--- src/rtl/mc_ctrl_fsm.sv ---
// Multicycle FETCH/DECODE/EXEC/MEM/WB sequencer for the 16-bit RISC-V datapath.
// Optional performance counters are enabled by defining CTRL_PERF_CNT_EN.
module mc_ctrl_fsm #(
   parameter int unsigned CNT_W = 16
) (
   input  logic             clk,
   input  logic             rst,
   input  logic [2:0]       op_class,
   input  logic             br_taken,
   input  logic             mem_ready,
   output logic             mem_req,
   output logic             mem_we,
   output logic             addr_sel,
   output logic             ir_we,
   output logic             pc_we,
   output logic             pc_sel,
   output logic             alu_a_sel,
   output logic [1:0]       alu_b_sel,
   output logic             rf_we,
   output logic [1:0]       wb_sel,
   output logic [2:0]       state,
   output logic             halted,
   output logic             err,
   output logic [CNT_W-1:0] retired,
   output logic [CNT_W-1:0] cycles
);

   typedef enum logic [2:0] {
      S_FETCH  = 3'd0,
      S_DECODE = 3'd1,
      S_EXEC   = 3'd2,
      S_MEM    = 3'd3,
      S_WB     = 3'd4,
      S_HALT   = 3'd5
   } state_t;

   localparam logic [2:0] OP_RALU   = 3'd0;
   localparam logic [2:0] OP_IALU   = 3'd1;
   localparam logic [2:0] OP_LOAD   = 3'd2;
   localparam logic [2:0] OP_STORE  = 3'd3;
   localparam logic [2:0] OP_BRANCH = 3'd4;
   localparam logic [2:0] OP_JAL    = 3'd5;
   localparam logic [2:0] OP_HALT   = 3'd6;
   localparam logic [2:0] OP_ILL    = 3'd7;

   state_t     r_state;
   state_t     w_next;
   logic       r_err;
   logic       w_set_err;
   logic       w_mem_req;
   logic       w_mem_we;
   logic       w_ir_we;
   logic       w_pc_we;
   logic       w_rf_we;

   // Next-state and select decode; strobes are gated by rst below.
   always_comb begin
      w_next    = r_state;
      w_set_err = 1'b0;
      w_mem_req = 1'b0;
      w_mem_we  = 1'b0;
      w_ir_we   = 1'b0;
      w_pc_we   = 1'b0;
      w_rf_we   = 1'b0;
      addr_sel  = 1'b0;
      pc_sel    = 1'b0;
      alu_a_sel = 1'b0;
      alu_b_sel = 2'd0;
      wb_sel    = 2'd0;
      halted    = 1'b0;
      case (r_state)
         S_FETCH: begin
            w_mem_req = 1'b1;
            if (mem_ready) begin
               w_ir_we = 1'b1;
               w_pc_we = 1'b1;
               w_next  = S_DECODE;
            end
         end
         S_DECODE: begin
            alu_a_sel = 1'b1;
            alu_b_sel = 2'd1;
            case (op_class)
               OP_HALT: w_next = S_HALT;
               OP_ILL: begin
                  w_next    = S_HALT;
                  w_set_err = 1'b1;
               end
               default: w_next = S_EXEC;
            endcase
         end
         S_EXEC: begin
            case (op_class)
               OP_RALU: w_next = S_WB;
               OP_IALU: begin
                  alu_b_sel = 2'd1;
                  w_next    = S_WB;
               end
               OP_LOAD, OP_STORE: begin
                  alu_b_sel = 2'd1;
                  w_next    = S_MEM;
               end
               OP_BRANCH: begin
                  w_pc_we = br_taken;
                  pc_sel  = br_taken;
                  w_next  = S_FETCH;
               end
               OP_JAL: begin
                  w_pc_we = 1'b1;
                  pc_sel  = 1'b1;
                  w_next  = S_WB;
               end
               default: w_next = S_FETCH;
            endcase
         end
         S_MEM: begin
            w_mem_req = 1'b1;
            addr_sel  = 1'b1;
            w_mem_we  = (op_class == OP_STORE);
            if (mem_ready) begin
               w_next = (op_class == OP_STORE) ? S_FETCH : S_WB;
            end
         end
         S_WB: begin
            w_rf_we = 1'b1;
            if (op_class == OP_LOAD) begin
               wb_sel = 2'd1;
            end else if (op_class == OP_JAL) begin
               wb_sel = 2'd2;
            end
            w_next = S_FETCH;
         end
         S_HALT: begin
            halted = 1'b1;
            w_next = S_HALT;
         end
         default: w_next = S_FETCH;
      endcase
   end

   assign mem_req = w_mem_req & ~rst;
   assign mem_we  = w_mem_we  & ~rst;
   assign ir_we   = w_ir_we   & ~rst;
   assign pc_we   = w_pc_we   & ~rst;
   assign rf_we   = w_rf_we   & ~rst;
   assign state   = r_state;
   assign err     = r_err;

   always_ff @(posedge clk) begin
      if (rst) begin
         r_state <= S_FETCH;
         r_err   <= 1'b0;
      end else begin
         r_state <= w_next;
         if (w_set_err) begin
            r_err <= 1'b1;
         end
      end
   end

`ifdef CTRL_PERF_CNT_EN
   logic             w_retire;
   logic [CNT_W-1:0] r_retired;
   logic [CNT_W-1:0] r_cycles;

   // An instruction retires on any transition back into FETCH.
   assign w_retire = (r_state == S_WB)
                   | ((r_state == S_MEM)  & mem_ready & (op_class == OP_STORE))
                   | ((r_state == S_EXEC) & (op_class == OP_BRANCH));

   always_ff @(posedge clk) begin
      if (rst) begin
         r_retired <= '0;
         r_cycles  <= '0;
      end else begin
         if (w_retire) begin
            r_retired <= r_retired + CNT_W'(1);
         end
         if (r_state != S_HALT) begin
            r_cycles <= r_cycles + CNT_W'(1);
         end
      end
   end

   assign retired = r_retired;
   assign cycles  = r_cycles;
`else
   assign retired = '0;
   assign cycles  = '0;
`endif

endmodule

--- config.mk ---
export PLATFORM = sky130hd
export DESIGN_NAME = mc_ctrl_fsm
export DESIGN_NICKNAME = d
export VERILOG_FILES = /design/src/rtl/mc_ctrl_fsm.sv
export SDC_FILE = /design/constraint.sdc
export NUM_CORES = 1
export LEC_CHECK = 0
export CAP_MARGIN = 25
export CELL_PAD_IN_SITES_DETAIL_PLACEMENT = 2
export CELL_PAD_IN_SITES_GLOBAL_PLACEMENT = 2
export CORE_ASPECT_RATIO = 2
export CORE_MARGIN = 5
export CORE_UTILIZATION = 14
export CTS_CLUSTER_DIAMETER = 150
export DETAILED_ROUTE_END_ITERATION = 6
export PLACE_DENSITY = 0.79
export REMOVE_ABC_BUFFERS = 1
export SLEW_MARGIN = 40
export SYNTH_ARGS = -nofsm -noshare
export SYNTH_HDL_FRONTEND = slang
export SYNTH_SLANG_ARGS = --single-unit
--- constraint.sdc ---
create_clock -name clk -period 1.2 [get_ports clk]
set_input_delay 0.12 -clock clk [delete_from_list [all_inputs] [get_ports clk]]
set_output_delay 0.12 -clock clk [all_outputs]
set_load 0.03 [all_outputs]
* Word-level counts from Yosys, hierarchy flattened
Index checks and enable logic that the tools add are counted.
** Storage, ports and cells
- Flip-flop bits (word level) :: 4
- Bits of input ports :: 7
- Output and inout bits :: 49
- Word-level logic and storage cells :: 54
** Cells by class
- Eq/ne operators :: 14
- Muxes and demuxes :: 24
- Bitwise gates (word level) :: 6
- Reductions and logical operators :: 8
** Operators by type and width (number)
- equality test 3 bit (second input constant) :: 6
- case mux 3 bit (5 select lines) :: 1
- equality test 3 x 2 -> 1 bit (second input constant) :: 4
- two-way mux 1 bit :: 12
- two-way mux 3 bit :: 4
- equality test 3 x 1 -> 1 bit (second input constant) :: 2
- logical NOT 3 bit :: 2
- two-way mux 2 bit :: 3
- case mux 1 bit (2 select lines) :: 3
- case mux 3 bit (2 select lines) :: 1
- OR reduction 2 bit :: 3
- OR reduction 3 bit :: 2
- bitwise AND 1 bit :: 5
- != test 2 bit (second input constant) :: 2
- AND reduction 2 bit :: 1
- inverter 1 bit :: 1

* Logic depth before layout (Yosys ltp)
- Depth after elaboration :: 4
- Mapped depth :: 4
- Gate-level depth less buffers :: 4

* Least setup slack after synthesis
OpenSTA, ideal clock, no wires.
- Kind :: flip-flop to output port
- Start :: reg r_state[1], in the netlist state[1]
- End :: out mem_req
- Data arrival time :: 1796 ps
- Required time :: 1080 ps
- Path slack :: -716 ps
- Cell stages (with the launch flop) :: 3
- Cell sequence :: dfxtp_1 and2b_2 nor4_1
** Between the ends
- Longest elaborated chain between the ends :: 4
- Elaborated cells on any way between the ends :: 5
- Classes of those cells :: 1 x eq/ne; 1 x mux; 1 x bitwise; 2 x reduce/logical
** Ends and longest elaborated chain
- from (decl) :: line 46 : state_t r_state;
- from (signal assigned) :: line 154 : r_state <= w_next;
- equality test 3 x 2 -> 1 bit or logical NOT 3 bit (tied branches) :: line 71 : case (r_state)
- OR reduction 2 bit (no line) *
- two-way mux 1 bit * :: line 71
- bitwise AND 1 bit * :: line 141 : assign mem_req = w_mem_req & ~rst;
- to (decl) :: line 11 : output logic mem_req,
Mark *: on every way between the ends. The rest lies on a longest branch, timed or not.

* Worst setup path in the final report
Ends and elaborated chain as after synthesis.

==> run summary <==
Filler cell count: 505
Vias in the first global route: 808
Routed vias/inst: 3.64
CP Launch Type: flop
Failing checks: setup timing
Cts bufs inserted: 3
Detailed placement HPWL: 1.87 mm
Max clock buf depth: 2
Final Max Tran Viols: 0
First-pass GRT wire length: 4.05 mm
Crit path arrival time: 1.30 ns
Number of flops mapped to enable cells by yosys: 0
Port Buffers: 22
Cts hold-fix bufs: 0
GRT overflow: 0
H-tree depth: 1
Cell Int Power: 0.000532 W
RSZ-0062 raised after global routing: yes
Die area: 5900 µm²
Flops & latches, synth: 4
CTS tree: yes
Avg Cell Area, Syn: 7.42 µm²
Max-Cap Viols: 0
Reg area: 88.8 µm²
Largest net degree at the start of global routing: 7
Die W: 56.9 µm
Slowest stage delay, CP: 0.35 ns
Cell leakage power: 0.528 nW
Total GRT Usage: 8.75%
Ys async rst share: 0%
Synth top cells by count: 35 x buf_4, 7 x nor2_1, 4 x a21oi_1, 4 x dfxtp_1, 4 x nand2_1
Final nets: 137
Reg clk slew, reported paths: 0.04 ns
Sequential area share after synthesis: 13.0%
IO Pins: 56
Mapped Cells: 83
Crit end category: primary output
Fmax: 0.702 GHz
CP Data Required Time: 1.08 ns
Inserted Diodes: 0
CTS Sinks: 4
Area of the multi-input gates: 475 µm²
Final setup viols: 13
Initial core utilization: 14.3%
Top cells by area, synth: buf_4 43%, dfxtp_1 13%, nor2_1 4.3%, a21oi_1 3.3%, nor3_1 2.4%
GPL Wtd Cong: 0.733
Cell Pwr Density: 871 nW/µm²
Post-route insts no fill: 182
Critical setup path kind: flop to primary output
Sw frac: 44.3%
DIE HEIGHT: 104 µm
Drt total wl: 2.59 mm
Share of post-route cells with drive strength above 1: 53.1%
Critical Path Fanout Max: 6
Initial antenna violation count: 0
Total power: 0.000955 W
Setup TNS: -1.63 ns
Worst Skew: 0.00441 ns
Outcome: complete, but fails checks
Peak VDD IR: 554 µV
Syn Std Cell Area: 616 µm²
Crit-path cells: nor2b_4, buf_4, nor4_4, buf_6
Fin. Hold Viols: 0
Final Critical Period: 1.42 ns
Area leader, netlist: buf_4
Most frequent cell after synthesis: buf_4
Clk_lat worst skew: 0.22 ns
CORE AREA: 4300 µm²
Sw power: 0.000423 W
Number of synthesis warnings: 0
Post-layout worst setup margin: -0.225 ns
Sequential share of power: 16.3%
Final ANT Viol Nets: 0
Tcrit/Tclk final: 119%
Wire length per cell: 14.2 µm
Critical path's slowest cell: dfxtp_4
Vias: 663
Combinational Power Share: 53.7%
Drt drc: 0
Top-area cell type share of the netlist area: 42.7%
Area delta synth->final: 78.0%
Placed cells: 171
Clk root buf: clkbuf_8
Hold Slack: 0.390 ns
Synth unique cells: 30
1st-iter DRT viols: 0
Hold WC Path Type: input port to flop
Rows: 34
Dominant synthesized flop cell: dfxtp_1
Clock Power Share: 30.0%
Number of iterations in the first detailed-routing pass: 1
## path summary, 6_finish.rpt
kind / start / to / slack [ns] / cells after the start
hold reg to reg: err / err / 0.53 / 2
setup / recovery: state[1] / mem_req / -0.22 / 4
hold / removal: rst / err / 0.39 / 2
setup reg to reg: state[1] / state[2] / -0.06 / 5
## layout by cell type, fill, tap and decap left out, types with 2 or more instances in the layout
master,n
and2b_2,2
nor2_4,2
nand2b_1,2
dfxtp_4,2
buf_4,24
nor3_2,2
nor2_1,2
clkdlybuf4s50_1,2
clkbuf_8,3
conb_1,33
o211ai_1,2
nand2_1,3
nor2_2,3
buf_6,12
dlygate4sd2_1,5
buf_12,2
a21oi_2,3
and2_4,2
## critical path, delay by kind of cell, from the launching register on
family,cells,cell delay [ns]
flip-flops,1,0.35
AND/OR/NAND/NOR,2,0.41
buffers and inverters,2,0.33
## power groups by stage
stage	logic, W	clock network, W	registers, W
final	0.000512	0.000286	0.000156
after global placement	0.000415	0	0.000154
after detailed placement	0.000421	0	0.000154
after CTS	0.000480	0.000291	0.000155
after global routing	0.000544	0.000305	0.000157
after floorplan	0.000248	0	0.000174
## flip-flops by register name, summed over array words and instances, names as in the netlist
| name | count |
|---|---|
| state | 3 |
| err | 1 |
## cells by family after synthesis
logic type             count (synthesis)  share of synthesized area, %
buffers and inverters                 36                          43.3
AND/OR/NAND/NOR                       26                          23.8
AO/OA/AOI/OAI                         15                          17.7
flip-flops                             4                          13.0
multiplexers                           1                          1.63
other                                  1                         0.609
## repair_timing
item | in CTS | in global routing
gates cloned | 0 | 0
setup buffers | 8 | 0
pin swaps | 8 | 4
gates resized for setup | 35 | 10
setup endpoints to repair | 17 | 15
## layer usage
layer / up-vias / GRT usage, % / routed length (µm)
li1: 301 / - / -
met1: 306 / 9.28 / 885
met2: 54 / 16.0 / 1420
met3: 2 / 2.49 / 265
met4: 0 / 2.65 / 21
met5: - / 0 / 0
## layout make-up
type	instances	area share [%]
Multi-Input combinational cell	75	43.4
Timing Repair Buffer	45	38.2
Sequential cell	4	8.11
Tap cell	54	6.16
Clock buffer	3	3.77
Inverter	1	0.342
## stage by stage
step	worst slack, ns	util, %	instance area (µm²)
2_1_floorplan	-0.716	-	473
3_3_place_gp	-0.271	20.0	861
3_5_place_dp	-0.388	20.0	861
4_1_cts	-0.233	24.7	1060
5_1_grt	-0.264	25.5	1100
6_report	-0.225	25.5	1100
Power figures use the tool's default switching activity.
